$ cat config.mk
export PLATFORM = sky130hd
export DESIGN_NAME = mc_array_seq
export DESIGN_NICKNAME = d
export VERILOG_FILES = /design/src/rtl/mc_seq_pkg.sv /design/src/rtl/mc_row_decoder.sv /design/src/rtl/mc_array_seq.sv
export SDC_FILE = /design/constraint.sdc
export NUM_CORES = 1
export LEC_CHECK = 0
export ABC_AREA = 1
export BUFFER_PORTS_ARGS = -buffer_cell sky130_fd_sc_hd__buf_2
export CAP_MARGIN = 20
export CORE_AREA = 4 4 253 255
export CTS_BUF_LIST = sky130_fd_sc_hd__clkbuf_8 sky130_fd_sc_hd__clkbuf_16
export CTS_CLUSTER_DIAMETER = 50
export DETAILED_ROUTE_END_ITERATION = 7
export DIE_AREA = 0 0 257 259
export GPL_TIMING_DRIVEN = 0
export PLACE_DENSITY_LB_ADDON = 0.2
export SLEW_MARGIN = 30
export SYNTH_ARGS = -nofsm -noshare
export SYNTH_HDL_FRONTEND = slang
export SYNTH_SLANG_ARGS = --single-unit
$ cat constraint.sdc
create_clock -name clk_i -period 2.5 [get_ports clk_i]
set_clock_uncertainty 0.2 [all_clocks]
set_input_delay 0.5 -clock clk_i [delete_from_list [all_inputs] [get_ports clk_i]]
set_output_delay 0.5 -clock clk_i [all_outputs]
set_load 0.03 [all_outputs]
$ cat src/rtl/mc_seq_pkg.sv
// Shared types and constants for the memristor array sequencer.
// Column commands are encoded as {CBL, CSL} for the cell being programmed.
package mc_seq_pkg;

    localparam int MC_ROWS = 64;
    localparam int MC_COLS = 64;

    localparam logic [1:0] MC_CMD_M1_CLR = 2'b00;
    localparam logic [1:0] MC_CMD_M0_SET = 2'b01;
    localparam logic [1:0] MC_CMD_M0_CLR = 2'b10;
    localparam logic [1:0] MC_CMD_M1_SET = 2'b11;

    typedef enum logic [2:0] {
        ST_IDLE,
        ST_WR_A,
        ST_WR_GAP,
        ST_WR_B,
        ST_PRE,
        ST_ARM,
        ST_EVAL,
        ST_RESP
    } mc_seq_state_e;

    // Phases in which the latched row's word line is raised.
    function automatic logic names_row(mc_seq_state_e st);
        return (st == ST_WR_A) || (st == ST_WR_B) || (st == ST_ARM) || (st == ST_EVAL);
    endfunction

endpackage

$ cat src/rtl/mc_row_decoder.sv
// Combinational row decoder: even rows map to wlo[r/2], odd rows to wle[r/2].
// At most one line is high, and only while en is set.
module mc_row_decoder #(
    parameter int ROWS = 64
) (
    input  logic [$clog2(ROWS)-1:0] row,
    input  logic                    en,
    output logic [ROWS/2-1:0]       wle,
    output logic [ROWS/2-1:0]       wlo
);

    localparam int RW = $clog2(ROWS);

    always_comb begin
        wle = '0;
        wlo = '0;
        if (en) begin
            if (row[0]) begin
                wle[row[RW-1:1]] = 1'b1;
            end else begin
                wlo[row[RW-1:1]] = 1'b1;
            end
        end
    end

endmodule

$ cat src/rtl/mc_array_seq.sv
// Pin sequencer for the 64x64 memristor array: program (two-phase) and read (precharge/arm/eval).
// Define MC_SEQ_VERIFY_EN to follow every write with a readback and mismatch flag.
module mc_array_seq
    import mc_seq_pkg::*;
#(
    parameter int ROWS         = MC_ROWS,
    parameter int COLS         = MC_COLS,
    parameter int PULSE_CYCLES = 2
) (
    input  logic                    clk_i,
    input  logic                    rst_ni,
    input  logic                    req_valid_i,
    output logic                    req_ready_o,
    input  logic                    req_we_i,
    input  logic [$clog2(ROWS)-1:0] req_row_i,
    input  logic [COLS-1:0]         req_wdata_i,
    input  logic [COLS-1:0]         req_wmask_i,
    output logic                    rsp_valid_o,
    output logic [COLS-1:0]         rsp_rdata_o,
    output logic                    rsp_err_o,
    output logic                    busy_o,
    output logic [ROWS/2-1:0]       CWLE_o,
    output logic [ROWS/2-1:0]       CWLO_o,
    output logic [COLS-1:0]         CBLEN_o,
    output logic [COLS-1:0]         CBL_o,
    output logic [COLS-1:0]         CSL_o,
    output logic [COLS-1:0]         DIN_o,
    output logic [COLS-1:0]         DINb_o,
    input  logic [COLS-1:0]         DOUT_i
);

    localparam int         RW       = $clog2(ROWS);
    localparam logic [3:0] CNT_LOAD = 4'(PULSE_CYCLES - 1);

    mc_seq_state_e     state_q;
    mc_seq_state_e     state_d;
    logic [3:0]        cnt_q;
    logic [3:0]        cnt_d;
    logic [RW-1:0]     row_q;
    logic [COLS-1:0]   wdata_q;
    logic [COLS-1:0]   wmask_q;

    logic              accept;
    logic [RW-1:0]     sel_row;
    logic [COLS-1:0]   sel_wdata;
    logic [COLS-1:0]   sel_wmask;

    logic              wl_en;
    logic [ROWS/2-1:0] wle_d;
    logic [ROWS/2-1:0] wlo_d;
    logic [COLS-1:0]   cblen_d;
    logic [COLS-1:0]   cbl_d;
    logic [COLS-1:0]   csl_d;
    logic [COLS-1:0]   din_d;
    logic [COLS-1:0]   dinb_d;
    logic [COLS-1:0]   rdata_d;

`ifdef MC_SEQ_VERIFY_EN
    logic              we_q;
    logic              err_d;
`else
    assign rsp_err_o = 1'b0;
`endif

    assign accept = req_valid_i && req_ready_o;

    // The first phase is registered on the accept edge, so it must see the live request.
    assign sel_row   = accept ? req_row_i   : row_q;
    assign sel_wdata = accept ? req_wdata_i : wdata_q;
    assign sel_wmask = accept ? req_wmask_i : wmask_q;

    always_comb begin
        state_d = state_q;
        cnt_d   = cnt_q;
        unique case (state_q)
            ST_IDLE: begin
                if (accept) begin
                    state_d = req_we_i ? ST_WR_A : ST_PRE;
                    cnt_d   = CNT_LOAD;
                end
            end
            ST_WR_A: begin
                if (cnt_q == 4'd0) begin
                    state_d = ST_WR_GAP;
                end else begin
                    cnt_d = cnt_q - 4'd1;
                end
            end
            ST_WR_GAP: begin
                state_d = ST_WR_B;
                cnt_d   = CNT_LOAD;
            end
            ST_WR_B: begin
                if (cnt_q == 4'd0) begin
`ifdef MC_SEQ_VERIFY_EN
                    state_d = ST_PRE;
                    cnt_d   = CNT_LOAD;
`else
                    state_d = ST_RESP;
`endif
                end else begin
                    cnt_d = cnt_q - 4'd1;
                end
            end
            ST_PRE: begin
                if (cnt_q == 4'd0) begin
                    state_d = ST_ARM;
                    cnt_d   = CNT_LOAD;
                end else begin
                    cnt_d = cnt_q - 4'd1;
                end
            end
            ST_ARM: begin
                if (cnt_q == 4'd0) begin
                    state_d = ST_EVAL;
                    cnt_d   = CNT_LOAD;
                end else begin
                    cnt_d = cnt_q - 4'd1;
                end
            end
            ST_EVAL: begin
                if (cnt_q == 4'd0) begin
                    state_d = ST_RESP;
                end else begin
                    cnt_d = cnt_q - 4'd1;
                end
            end
            ST_RESP: begin
                state_d = ST_IDLE;
            end
            default: begin
                state_d = ST_IDLE;
            end
        endcase
    end

    assign wl_en = names_row(state_d);

    mc_row_decoder #(
        .ROWS (ROWS)
    ) u_row_decoder (
        .row (sel_row),
        .en  (wl_en),
        .wle (wle_d),
        .wlo (wlo_d)
    );

    // Column drives for the phase being entered; registered below so the pins never glitch.
    always_comb begin
        cblen_d = '0;
        cbl_d   = '0;
        csl_d   = '0;
        din_d   = '0;
        dinb_d  = '0;
        case (state_d)
            ST_WR_A: begin
                cblen_d = sel_wmask;
                for (int c = 0; c < COLS; c++) begin
                    {cbl_d[c], csl_d[c]} = sel_wdata[c] ? MC_CMD_M0_SET : MC_CMD_M0_CLR;
                end
            end
            ST_WR_B: begin
                cblen_d = sel_wmask;
                for (int c = 0; c < COLS; c++) begin
                    {cbl_d[c], csl_d[c]} = sel_wdata[c] ? MC_CMD_M1_CLR : MC_CMD_M1_SET;
                end
            end
            ST_PRE, ST_ARM: begin
                csl_d = '1;
            end
            ST_EVAL: begin
                din_d = '1;
            end
            default: begin
                cblen_d = '0;
            end
        endcase
    end

    // Cells output ~m0 during evaluation, so the stored word is the inverted bus.
    always_comb begin
        rdata_d = '0;
`ifdef MC_SEQ_VERIFY_EN
        err_d   = 1'b0;
`endif
        if (state_q == ST_EVAL && state_d == ST_RESP) begin
            rdata_d = ~DOUT_i;
`ifdef MC_SEQ_VERIFY_EN
            err_d   = we_q && |((~DOUT_i ^ wdata_q) & wmask_q);
`endif
        end
    end

    always_ff @(posedge clk_i or negedge rst_ni) begin
        if (!rst_ni) begin
            state_q     <= ST_IDLE;
            cnt_q       <= '0;
            row_q       <= '0;
            wdata_q     <= '0;
            wmask_q     <= '0;
            req_ready_o <= 1'b1;
            busy_o      <= 1'b0;
            rsp_valid_o <= 1'b0;
            rsp_rdata_o <= '0;
            CWLE_o      <= '0;
            CWLO_o      <= '0;
            CBLEN_o     <= '0;
            CBL_o       <= '0;
            CSL_o       <= '0;
            DIN_o       <= '0;
            DINb_o      <= '0;
`ifdef MC_SEQ_VERIFY_EN
            we_q        <= 1'b0;
            rsp_err_o   <= 1'b0;
`endif
        end else begin
            state_q     <= state_d;
            cnt_q       <= cnt_d;
            if (accept) begin
                row_q   <= req_row_i;
                wdata_q <= req_wdata_i;
                wmask_q <= req_wmask_i;
`ifdef MC_SEQ_VERIFY_EN
                we_q    <= req_we_i;
`endif
            end
            req_ready_o <= (state_d == ST_IDLE);
            busy_o      <= (state_d != ST_IDLE);
            rsp_valid_o <= (state_d == ST_RESP);
            rsp_rdata_o <= rdata_d;
            CWLE_o      <= wle_d;
            CWLO_o      <= wlo_d;
            CBLEN_o     <= cblen_d;
            CBL_o       <= cbl_d;
            CSL_o       <= csl_d;
            DIN_o       <= din_d;
            DINb_o      <= dinb_d;
`ifdef MC_SEQ_VERIFY_EN
            rsp_err_o   <= err_d;
`endif
        end
    end

endmodule

=== Yosys cells after proc, flatten, opt, wreduce, memory -nomap -nowiden ===
Cells that the tools add are included.

* Flip-flop bits (word level): 528
* Bits in latches: 0
* RAM bits: 0
* Bits in read-only memories: 0
* Memories: 0

* $add $sub $neg: 1
* $mul: 0
* Div/mod/pow operators: 0
* $lt $le $gt $ge: 2
* Equal/unequal tests: 15
* Shifts and indexed selects: 0
* Mux-type cells: 153
* Bitwise operators: 1
* Reductions and logical operators: 17

{| class="wikitable"
|+ Operators with widths
! kind !! count
|-
| $mux W64 || 5
|-
| $mux W2 || 128
|-
| $pmux W64 S3 || 1
|-
| $mux W32 || 4
|-
| $pmux W64 S2 || 1
|-
| $not A64 Y64 || 1
|-
| $eq A3 B3 Y1 const B || 8
|-
| $pmux W3 S7 || 1
|-
| $mux W3 || 6
|-
| $pmux W4 S4 || 1
|-
| $mux W4 || 3
|-
| $eq A3 B2 Y1 const B || 3
|-
| $reduce_or A2 Y1 || 4
|-
| $eq A3 B1 Y1 const B || 2
|-
| $logic_not A3 Y1 || 2
|-
| $lt A5 B6 Y1 const B || 1
|-
| $mux W6 || 1
|-
| $demux W1 S5 || 1
|-
| $ge A5 B1 Y1 const B || 1
|-
| $logic_not A4 Y1 || 1
|-
| $ne A2 B2 Y1 const B || 2
|-
| $reduce_bool A4 Y1 || 1
|-
| $sub A4 B1 Y4 const B || 1
|-
| $logic_and A1 B1 Y1 || 3
|-
| 5 further kinds || 7
|}

=== Logic depth before layout (Yosys ltp) ===
Gate-level depths: netlist (run 1).

* Depth after elaboration: 8
* Gate-level depth with buffers: 12
* Mapped depth without buffers: 11

=== Hierarchy ===
From an unflattened synthesis (run 1), not the netlist that was laid out.

* Cell total of the unflattened synthesis: 1730
* Area total of the unflattened synthesis: 17782.1 um^2

{| class="wikitable"
|+ Modules (own cells, without submodules)
! module !! instances !! cells an instance !! area each (um^2)
|-
| mc_array_seq || 1 || 1612 || 17275.3
|-
| mc_row_decoder || 1 || 118 || 506.7
|}

=== Worst setup path after synthesis (run 1) ===
OpenSTA, ideal clock, no wires.

* Path type: register to output
* From: register, netlist name DIN_o[62]
* To: output port DIN_o[10]
* Arrival time: 1757 ps
* Data required time: 1800 ps
* Path slack: 43 ps
* Stages on the path, launching flop included: 2
* Buffers on the path: 1
* Cell sequence: dfrtp_1 -> buf_4

{| class="wikitable"
|+ RTL lines
! element !! RTL line !! RTL
|-
| to (decl) || mc_array_seq.sv:27 || <nowiki>output logic [COLS-1:0] DIN_o,</nowiki>
|}

==> results of run 1 <==
[cells in the mapped netlist (5+ instances only)]
cell        n
buf_2      53
buf_4     130
buf_6       7
clkbuf_1   34
dfrtp_1   464
inv_1     145
inv_2       6
nand2_1    50
nand2_2    24
nand3_1   141
nand4_1    64
nor2_1    281
nor2_2     19
o21ai_0   136
o21ai_2     5
or2_2     131
[report_power, final]
part           internal [µW]  switching [µW]  leakage, µW
logic                   4820           11400      0.00728
registers              10000             659      0.00585
clock network           5150            3510      0.00103
[kinds of logic (layout without fill, tap and decap cells)]
kind of cell    after synthesis  in the layout  share of synthesized area [%]
simple gates                718            718                           19.6
flops                       465            465                           64.7
buf+inv                     378           1259                           11.4
compound gates              142            142                           4.05
fa+ha+maj                     2              2                          0.139
xor+xnor                      2              2                         0.0974
other cells                   1             70                         0.0208
[layout make-up]
cell class | count | area [µm²]
Multi-Input combinational cell | 929 | 4580
Buffer | 227 | 1550
Fill cell | 5981 | 35300
Sequential cell | 465 | 11600
Antenna cell | 5 | 12.5
Clock inverter | 42 | 450
Inverter | 151 | 567
Timing Repair Buffer | 772 | 4900
Tap cell | 837 | 1050
Clock buffer | 67 | 1590
[layout by cell type (no fill, tap or decap), types with 6 or more instances in the layout]
cell / instances
clkbuf_8: 8
nand3_1: 140
dlygate4sd3_1: 174
inv_2: 6
o21ai_1: 9
buf_6: 8
buf_16: 6
inv_6: 10
or2_2: 131
conb_1: 65
buf_2: 623
inv_1: 154
dfrtp_1: 463
clkbuf_4: 15
clkbuf_2: 9
nand2_1: 50
nor2_1: 280
nand4_1: 64
nand2_2: 23
clkbuf_1: 23
nor2_2: 19
buf_4: 136
o21ai_0: 127
clkbuf_16: 59
[what timing repair did]
action                                 in CTS  in global routing
setup endpoints to repair                 141                249
endpoints found under the hold margin     290                  1
pin swaps                                   0                  3
resized for setup                          14                 40
setup buffers                               1                  3
hold buffers                              173                  1
[registers in the layout (all words and copies together), names as in the netlist]
name	flops
CBLEN_o	64
CBL_o	64
CSL_o	64
rsp_rdata_o	64
wdata_q	64
wmask_q	64
CWLE_o	32
CWLO_o	32
row_q	6
cnt_q	4
state_q	3
DIN_o	1
busy_o	1
req_ready_o	1
rsp_valid_o	1
[per-layer routing]
layer | track usage, % | part of all wire, % | vias up
li1 | - | - | 6995
met1 | 22.6 | 39 | 7289
met2 | 33.1 | 50 | 568
met3 | 5.69 | 7.9 | 115
met4 | 5.58 | 3.0 | 2
met5 | 0 | 0.020 | -
[how the worst min path moves through the flow]
stage	cells past startpoint	slack [ns]	from	endpoint
finish	3	0.02	req_wdata_i[58]	wdata_q[58]$_DFF_PN0_
global route	3	0.02	req_wdata_i[58]	wdata_q[58]$_DFF_PN0_
CTS	3	0.0003	req_wdata_i[32]	wdata_q[32]$_DFF_PN0_
detailed placement	2	0.27	cnt_q[1]$_DFFE_PN0P_	cnt_q[1]$_DFFE_PN0P_
global placement	2	0.26	cnt_q[1]$_DFFE_PN0P_	cnt_q[1]$_DFFE_PN0P_
floorplan	0	0.004	rst_ni	CBLEN_o[0]$_DFF_PN0_
[stage by stage]
step	instances	hold slack (ns)	setup WS, ns	area [µm²]
2_1_floorplan	1772	0.00441	0.0431	18200
3_3_place_gp	3197	0.263	-8.73	22200
3_5_place_dp	3203	0.272	-0.423	22400
4_1_cts	3486	0.000294	0.0185	26200
5_1_grt	3492	0.0208	0.000778	26300
6_report	3495	0.0245	0.101	26300
[worst max-delay path, cell delays in order (launching register included)]
cell,delay (ns)
dfrtp_4,0.57
buf_4,0.21
buf_4,0.13
buf_2,0.17
==> results.json, run 1 <==
{
  "synth.top_cell.area_share_pct": 64.5,
  "synth_edf_count": 0,
  "setup.worst_path.start_class": "flip-flop",
  "boundaryPins": 654,
  "endpoint": "DIN_o[22]",
  "dp_hpwl_um": 47400,
  "r2r-start": "req_ready_o$_DFF_PN1_",
  "fp-row-count": 91,
  "power_uw": 35600,
  "tritoncts": "yes",
  "synth_area_mm2": 0.0180,
  "relSlewSlack_pct": 41.1,
  "initial_core_util_pct": 29.2,
  "synth_largest_area_cell": "dfrtp_1",
  "die_height_um": 259,
  "grt_max_degree": 90,
  "wirelength_um": 64700,
  "final_antenna_net_count": 0,
  "cts_root_buf": "clkbuf_16",
  "antenna_found_initial": 6,
  "setup_tns_ns": 0,
  "worst_slew_pin_slew_ns": 0.884,
  "crit_path_max_fanout": 15,
  "drv_slew": 0,
  "grt_pass1_vias": 16000,
  "drc_errors": 0,
  "vias": 15000,
  "yosysWarnings": 0,
  "core-area_mm2": 0.0616,
  "netlist_top_cells_area": "dfrtp_1 65%, nor2_1 5.9%, buf_4 5.4%, or2_2 4.6%, nand3_1 3.9%",
  "cp-startpoint": "DIN_o[62]$_DFF_PN0_",
  "period_share_pct": 96.0,
  "ctsLongestPathBuffers": 3,
  "fin_crit_ns": 2.40,
  "status": "complete, no violations",
  "required_ns": 1.80,
  "ys_types": 29,
  "power_density_mw_per_mm2": 1350,
  "final_util_pct": 42.7,
  "crit_path_end_kind": "output pin",
  "rrSetupSlack_ns": 0.14,
  "final_nets": 2809,
  "drt_pass1_iterations": 5,
  "ys_async_sr_fraction_pct": 100,
  "hold_viol_final": 0,
  "synth_ff_type": "dfrtp_1",
  "syn_avg_cell_area_um2": 10.5,
  "worstSetupPathType": "flip-flop to output pin",
  "avgRoutedWirePerCell_um": 18.5,
  "io_buffer_count": 588,
  "grt.overflow.total": 0,
  "cts_max_level": 2,
  "grtUsageTotal_pct": 18.9,
  "vdd.ir_drop.worst_v": 0.000692,
  "cap_viol_max_count": 0,
  "cts_sinks": 465,
  "drive_gt1_share_pct": 41.3,
  "clk_latency_ns": 0.60,
  "crit_arrival_ns": 1.70,
  "place_congestion": 0.836,
  "syn_to_final_growth_pct": 46.4,
  "hp-class": "input port to flip-flop",
  "drt_iter0_markers": 810,
  "dieArea_mm2": 0.0666,
  "r2r-end": "CSL_o[21]$_DFF_PN0_",
  "clkTransAtPathRegs_ns": 0.06,
  "fmax_ghz": 0.417,
  "viasPerCell": 4.28,
  "cts_buffers": 59,
  "setup_violations": 0,
  "syn_inst": 1708,
  "yosysSeqAreaShare_pct": 64.7,
  "grt_pass1_wl_um": 97700,
  "leakage_uw": 0.0142,
  "rr_worst_depth": 8,
  "ys_ff_latch": 465,
  "die_w_um": 257,
  "grt_setup_unrepaired": "no"
}
No activity file was read; power rests on OpenSTA's default activity.
==> run 2, diff against run 1 <==
ABC_AREA = default   (was 1)
CORE_AREA = 4 4 250 252   (was 4 4 253 255)
DIE_AREA = 0 0 254 256   (was 0 0 257 259)
==> run 2 against run 1 <==
Sequential share of layout area increased by 1.1 points; worst hold slack improved by 0.024 ns; largest power group unchanged; combinational power decreased by 35%; clock power decreased by 2.4%; die area decreased by 2.3%.
==> results.json, run 2 <==
{
  "viasPerCell": 4.22,
  "drive_gt1_share_pct": 36.3,
  "synthSimpleGateAreaFrac_pct": 12.8,
  "io_buffer_count": 587,
  "p_int_uw": 18000,
  "fp-row-count": 90,
  "cts_root_buf": "clkbuf_16",
  "grt_pass1_vias": 14700,
  "grt.overflow.total": 0,
  "synth_compound_area_share_pct": 6.35,
  "wirelength_um": 57200,
  "netlist_top_cells_area": "dfrtp_1 68%, nand2_1 6.5%, buf_4 5.8%, nor2_1 3.9%, mux2i_1 3.7%",
  "multi_input_area_mm2": 0.00426,
  "period_share_pct": 98.5,
  "crit_slowest_cell": "o211ai_1",
  "yosysMostFrequentCell": "dfrtp_1",
  "antenna_found_initial": 8,
  "yosys-top-cells-count": "464 x dfrtp_1, 298 x nand2_1, 180 x nor2_1",
  "synthMuxAreaShare_pct": 3.79,
  "boundaryPins": 654,
  "vias": 13800,
  "synth.top_cell.area_share_pct": 67.6,
  "yosysWarnings": 0,
  "crit_arrival_ns": 2.69,
  "cts_buffers": 57,
  "final_common_cell": "buf_2",
  "synth_xor_area_share_pct": 0,
  "ys_ff_latch": 465,
  "cap_viol_max_count": 0,
  "ys_async_sr_fraction_pct": 100,
  "hp-class": "input port to flip-flop",
  "fill_cells": 5834,
  "required_ns": 2.73,
  "drc_errors": 0,
  "drt_iter0_markers": 603,
  "design_area_mm2": 0.0257,
  "final_nets": 2640,
  "layout_common_cells": "614 x buf_2, 462 x dfrtp_1, 298 x nand2_1",
  "avgRoutedWirePerCell_um": 17.5,
  "relSlewSlack_pct": 61.5,
  "p_switching_uw": 11200,
  "seqCellArea_mm2": 0.0116,
  "final_antenna_net_count": 0,
  "worst_slew_pin_slew_ns": 0.571,
  "grt_max_degree": 88,
  "die_w_um": 254,
  "comb_power_share_pct": 36.3,
  "hold_viol_final": 0,
  "swShare_pct": 38.4,
  "cts_sinks": 465,
  "dpl_cell_area_mm2": 0.0215,
  "ys_types": 54,
  "synth-adder-area-share_pct": 0.146,
  "grtUsageTotal_pct": 17.1,
  "setup_violations": 0,
  "synth_ff_type": "dfrtp_1",
  "crit_chain": "inv_4 -> ha_4 -> nor3b_4 -> buf_4 -> a21boi_2 -> o22a_1 -> buf_8 -> buf_12 -> o211ai_1",
  "dieArea_mm2": 0.0650,
  "crit_path_end_kind": "flip-flop",
  "cts_max_level": 2,
  "syn_avg_cell_area_um2": 11.3,
  "yosysSeqAreaShare_pct": 67.7,
  "setup_tns_ns": 0,
  "synth_area_mm2": 0.0172,
  "fin_crit_ns": 2.46,
  "seq_power_share_pct": 34.8,
  "drv_slew": 0,
  "setup.worst_path.start_class": "flip-flop",
  "crit_path_max_fanout": 10,
  "grt_setup_unrepaired": "yes",
  "fmax_ghz": 0.406,
  "initial_core_util_pct": 28.6,
  "max_stage_delay_ns": 0.44,
  "syn_inst": 1517,
  "status": "complete, no violations",
  "drt_pass1_iterations": 7,
  "pwr-share-clk_pct": 28.9,
  "place_congestion": 0.834,
  "grt_pass1_wl_um": 86300,
  "vdd.ir_drop.worst_v": 0.000625,
  "syn_to_final_growth_pct": 49.6,
  "post_layout_nonfiller_instances": 3270,
  "die_height_um": 256,
  "dp_hpwl_um": 41800,
  "clkTransAtPathRegs_ns": 0.06,
  "placed_cells": 2956,
  "synth_top_family_by_area": "simple AND/OR/NAND/NOR gates",
  "power_density_mw_per_mm2": 1140,
  "ctsLongestPathBuffers": 3,
  "worstSetupPathType": "flip-flop to flip-flop",
  "leakage_uw": 0.0137,
  "clk_latency_ns": 0.60,
  "tritoncts": "yes",
  "synth_edf_count": 0,
  "synth_largest_area_cell": "dfrtp_1",
  "core-area_mm2": 0.0601
}
run 2: repair_timing:
| item | CTS | global route |
|---|---|---|
| cloned | 0 | 0 |
| resized for setup | 45 | 19 |
| endpoints found under the setup margin | 350 | 320 |
| hold endpoints to repair | 360 | 0 |
| setup buffers | 7 | 3 |
| hold buffers | 195 | 0 |
| pin swaps | 1 | 3 |
run 2: path summary, 6_finish.rpt:
check / start / to / slack (ns) / cells past startpoint
worst max register to register: cnt_q[0]$_DFFE_PN0P_ / CSL_o[49]$_DFF_PN0_ / 0.04 / 9
worst min register to register: wmask_q[59]$_DFF_PN0_ / wmask_q[59]$_DFF_PN0_ / 0.27 / 2
max in group asynchronous: rst_ni / wdata_q[38]$_DFF_PN0_ / 0.32 / 5
worst min-delay path: req_wdata_i[44] / wdata_q[44]$_DFF_PN0_ / 0.05 / 3
min in group asynchronous: rst_ni / CWLO_o[31]$_DFF_PN0_ / 0.22 / 2
worst max-delay path: cnt_q[0]$_DFFE_PN0P_ / CSL_o[49]$_DFF_PN0_ / 0.04 / 9
run 2: metrics by stage:
stage	util, %	hold slack (ns)	total power, µW	worst slack, ns
2_1_floorplan	-	0.00441	17100	0.0431
6_report	42.8	0.0484	29200	0.0368
5_1_grt	42.7	0.0495	31000	-0.0169
3_3_place_gp	35.5	0.251	20300	-8.70
4_1_cts	42.6	0.0104	29500	0.00579
3_5_place_dp	35.8	0.256	20500	-0.796
run 2: power groups by stage:
stage	logic, µW	clock network (µW)	registers [µW]
finish	10600	8450	10200
global route	11600	9020	10300
CTS	10700	8690	10200
detailed placement	10200	0	10300
global placement	10000	0	10300
floorplan	5140	0	12000
run 2: cell type report:
class	count	area share, %
diodes	6	0.0584
plain buffers	207	5.52
clock buffers	68	6.22
clock inverters	37	1.47
inverters	68	1.00
multi-input cells	839	16.6
flip-flops and latches	465	45.3
well taps	782	3.81
repair buffers	798	20.1
run 2: per-layer routing:
layer	routed length, µm	up-vias	global-route usage [%]
li1	-	6552	-
met1	22200	6641	20.0
met2	28200	487	29.4
met3	4510	128	5.19
met4	2230	4	6.64
met5	34	-	0
run 2: cells by family (layout without fill, tap and decap cells):
logic type                 count (synthesis)  after routing
and+or+nand+nor                          539            539
DFF                                      465            465
buffers and inverters                    277           1178
AOI/OAI and AO/OA                        168            168
muxes                                     65             65
adders and majority gates                  2              2
other                                      1             71
run 2: worst max-delay path: cells and delay by family, from the launching register on:
kind | cells | cell delay [ns]
adders and majority gates | 1 | 0.14
AOI/OAI and AO/OA | 3 | 0.72
buffers and inverters | 4 | 0.56
and+or+nand+nor | 1 | 0.24
DFF | 1 | 0.42
==> run 3, diff against run 2 <==
REMOVE_ABC_BUFFERS = 1   (was default)
clock period = 2.8 ns   (was 2.5 ns; I/O delays follow)
==> run 3 against run 2 <==
Sequential power down 9%; sequential share of layout area up 3.2 points; register-to-register slack better by 0.13 ns; clock-buffer cell count down 8; clock power down 16%; first-iteration DRC count down 9.0%; power down 14%; cell area down 6.7%; core utilization down 2.9 points; critical endpoint is now CBLEN_o[43]$_DFF_PN0_; highest routed layer unchanged.
==> results.json, run 3 (synthesis gave the netlist of run 2 again) <==
{
  "status": "complete, no violations",
  "max_stage_delay_ns": 0.76,
  "fin_crit_ns": 2.63,
  "design_area_mm2": 0.0240,
  "crit_path_max_fanout": 50,
  "clkTransAtPathRegs_ns": 0.06,
  "cts_sinks": 465,
  "hold_viol_final": 0,
  "cts_buffers": 57,
  "layout_common_cells": "587 x buf_2, 462 x dfrtp_1, 295 x nand2_1",
  "final_antenna_net_count": 0,
  "dpl_cell_area_mm2": 0.0206,
  "holdWs_ns": 0.0461,
  "placed_cells": 2762,
  "leakage_uw": 0.0126,
  "seqCellArea_mm2": 0.0116,
  "tritoncts": "yes",
  "initial_core_util_pct": 28.6,
  "avgRoutedWirePerCell_um": 18.7,
  "drive_gt1_share_pct": 32.6,
  "relSlewSlack_pct": 44.2,
  "final_nets": 2393,
  "vdd.ir_drop.worst_v": 0.000752,
  "crit_top_cell": "buf_16",
  "vias": 13100,
  "required_ns": 3.12,
  "setup_violations": 0,
  "grt_pass1_vias": 13600,
  "boundaryPins": 654,
  "die_w_um": 254,
  "crit_arrival_ns": 2.95,
  "grt_setup_unrepaired": "no",
  "viasPerCell": 4.34,
  "dp_hpwl_um": 37200,
  "grt.overflow.total": 0,
  "cap_viol_max_count": 0,
  "final_util_pct": 39.9,
  "hp-class": "input port to flip-flop",
  "power_density_mw_per_mm2": 1050,
  "grt_max_degree": 89,
  "grtUsageTotal_pct": 16.3,
  "fmax_ghz": 0.380,
  "crit_chain": "and2_4 -> nand2_2 -> a221o_4 -> buf_16 -> buf_16 -> a21oi_1",
  "place_congestion": 0.798,
  "post_layout_nonfiller_instances": 3017,
  "grt_pass1_wl_um": 82700,
  "drc_errors": 0,
  "drt_iter0_markers": 549,
  "ctsLongestPathBuffers": 3,
  "syn_to_final_growth_pct": 39.6,
  "io_buffer_count": 588,
  "worstSetupPathType": "flip-flop to flip-flop",
  "fp-row-count": 90,
  "dieArea_mm2": 0.0650,
  "crit_slowest_cell": "dfstp_4",
  "multi_input_area_mm2": 0.00432,
  "crit_path_end_kind": "flip-flop",
  "antenna_found_initial": 9,
  "setup.worst_path.start_class": "flip-flop",
  "drv_slew": 0,
  "drt_pass1_iterations": 5,
  "final_common_cell": "buf_2",
  "worst_slew_pin_slew_ns": 0.836,
  "clk_latency_ns": 0.62,
  "cts_max_level": 2,
  "cts_root_buf": "clkbuf_16",
  "power_uw": 25200,
  "fill_cells": 5936,
  "core-area_mm2": 0.0601,
  "wirelength_um": 56300,
  "die_height_um": 256,
  "period_share_pct": 94.1
}
## run 3: critical path, delay by kind of cell, from the launching register on
family,cells,cell delay [ns]
flops,1,0.76
simple gates,2,0.50
compound gates,2,0.58
buf+inv,2,0.42
## run 3: timing repair
| item | CTS | global route |
|---|---|---|
| setup endpoints to repair | 162 | 31 |
| gates cloned | 3 | 1 |
| setup buffers | 2 | 1 |
| hold endpoints to repair | 262 | 0 |
| hold buffers | 143 | 0 |
| resized for setup | 4 | 4 |
| pin swaps | 2 | 0 |
## run 3: area by class of cell
cell class | count | area share (%)
multi-input cells | 843 | 18.0
flip-flops and latches | 465 | 48.5
inverters | 68 | 1.06
clock buffers | 60 | 6.12
repair buffers | 754 | 20.6
well taps | 782 | 4.08
diodes | 5 | 0.0522
clock inverters | 40 | 1.53
## run 3: final timing paths
check	startpoint	cells after the start	slack, ns	endpoint
worst min-delay path	req_wdata_i[7]	3	0.05	wdata_q[7]$_DFF_PN0_
worst max register to register	req_ready_o$_DFF_PN1_	6	0.17	CBLEN_o[43]$_DFF_PN0_
max in group asynchronous	rst_ni	5	0.43	wdata_q[50]$_DFF_PN0_
worst max-delay path	req_ready_o$_DFF_PN1_	6	0.17	CBLEN_o[43]$_DFF_PN0_
worst min register to register	wmask_q[11]$_DFF_PN0_	2	0.27	wmask_q[11]$_DFF_PN0_
min in group asynchronous	rst_ni	2	0.29	CWLE_o[28]$_DFF_PN0_
## run 3: stage by stage
step                setup WS [ns]  setup TNS (ns)
floorplan                   -9.68        -1718.92
global placement            -8.48        -6293.16
detailed placement         -0.520          -44.71
CTS                        0.0470               0
global route               0.0143               0
finish                      0.165               0
## run 3: report_power, final
| part | total, µW | internal (µW) | switching, µW | leakage (µW) |
|---|---|---|---|---|
| Sequential | 9240 | 8490 | 751 | 0.00602 |
| Clock | 7100 | 4110 | 3000 | 0.000943 |
| Combinational | 8830 | 2610 | 6220 | 0.00567 |
## run 3: metal layers
layer	share of wire, %	vias up	GRT usage, %
li1	-	6030	-
met1	40	6477	19.3
met2	50	470	28.7
met3	7.4	97	4.75
met4	2.3	6	4.56
met5	0.083	-	0
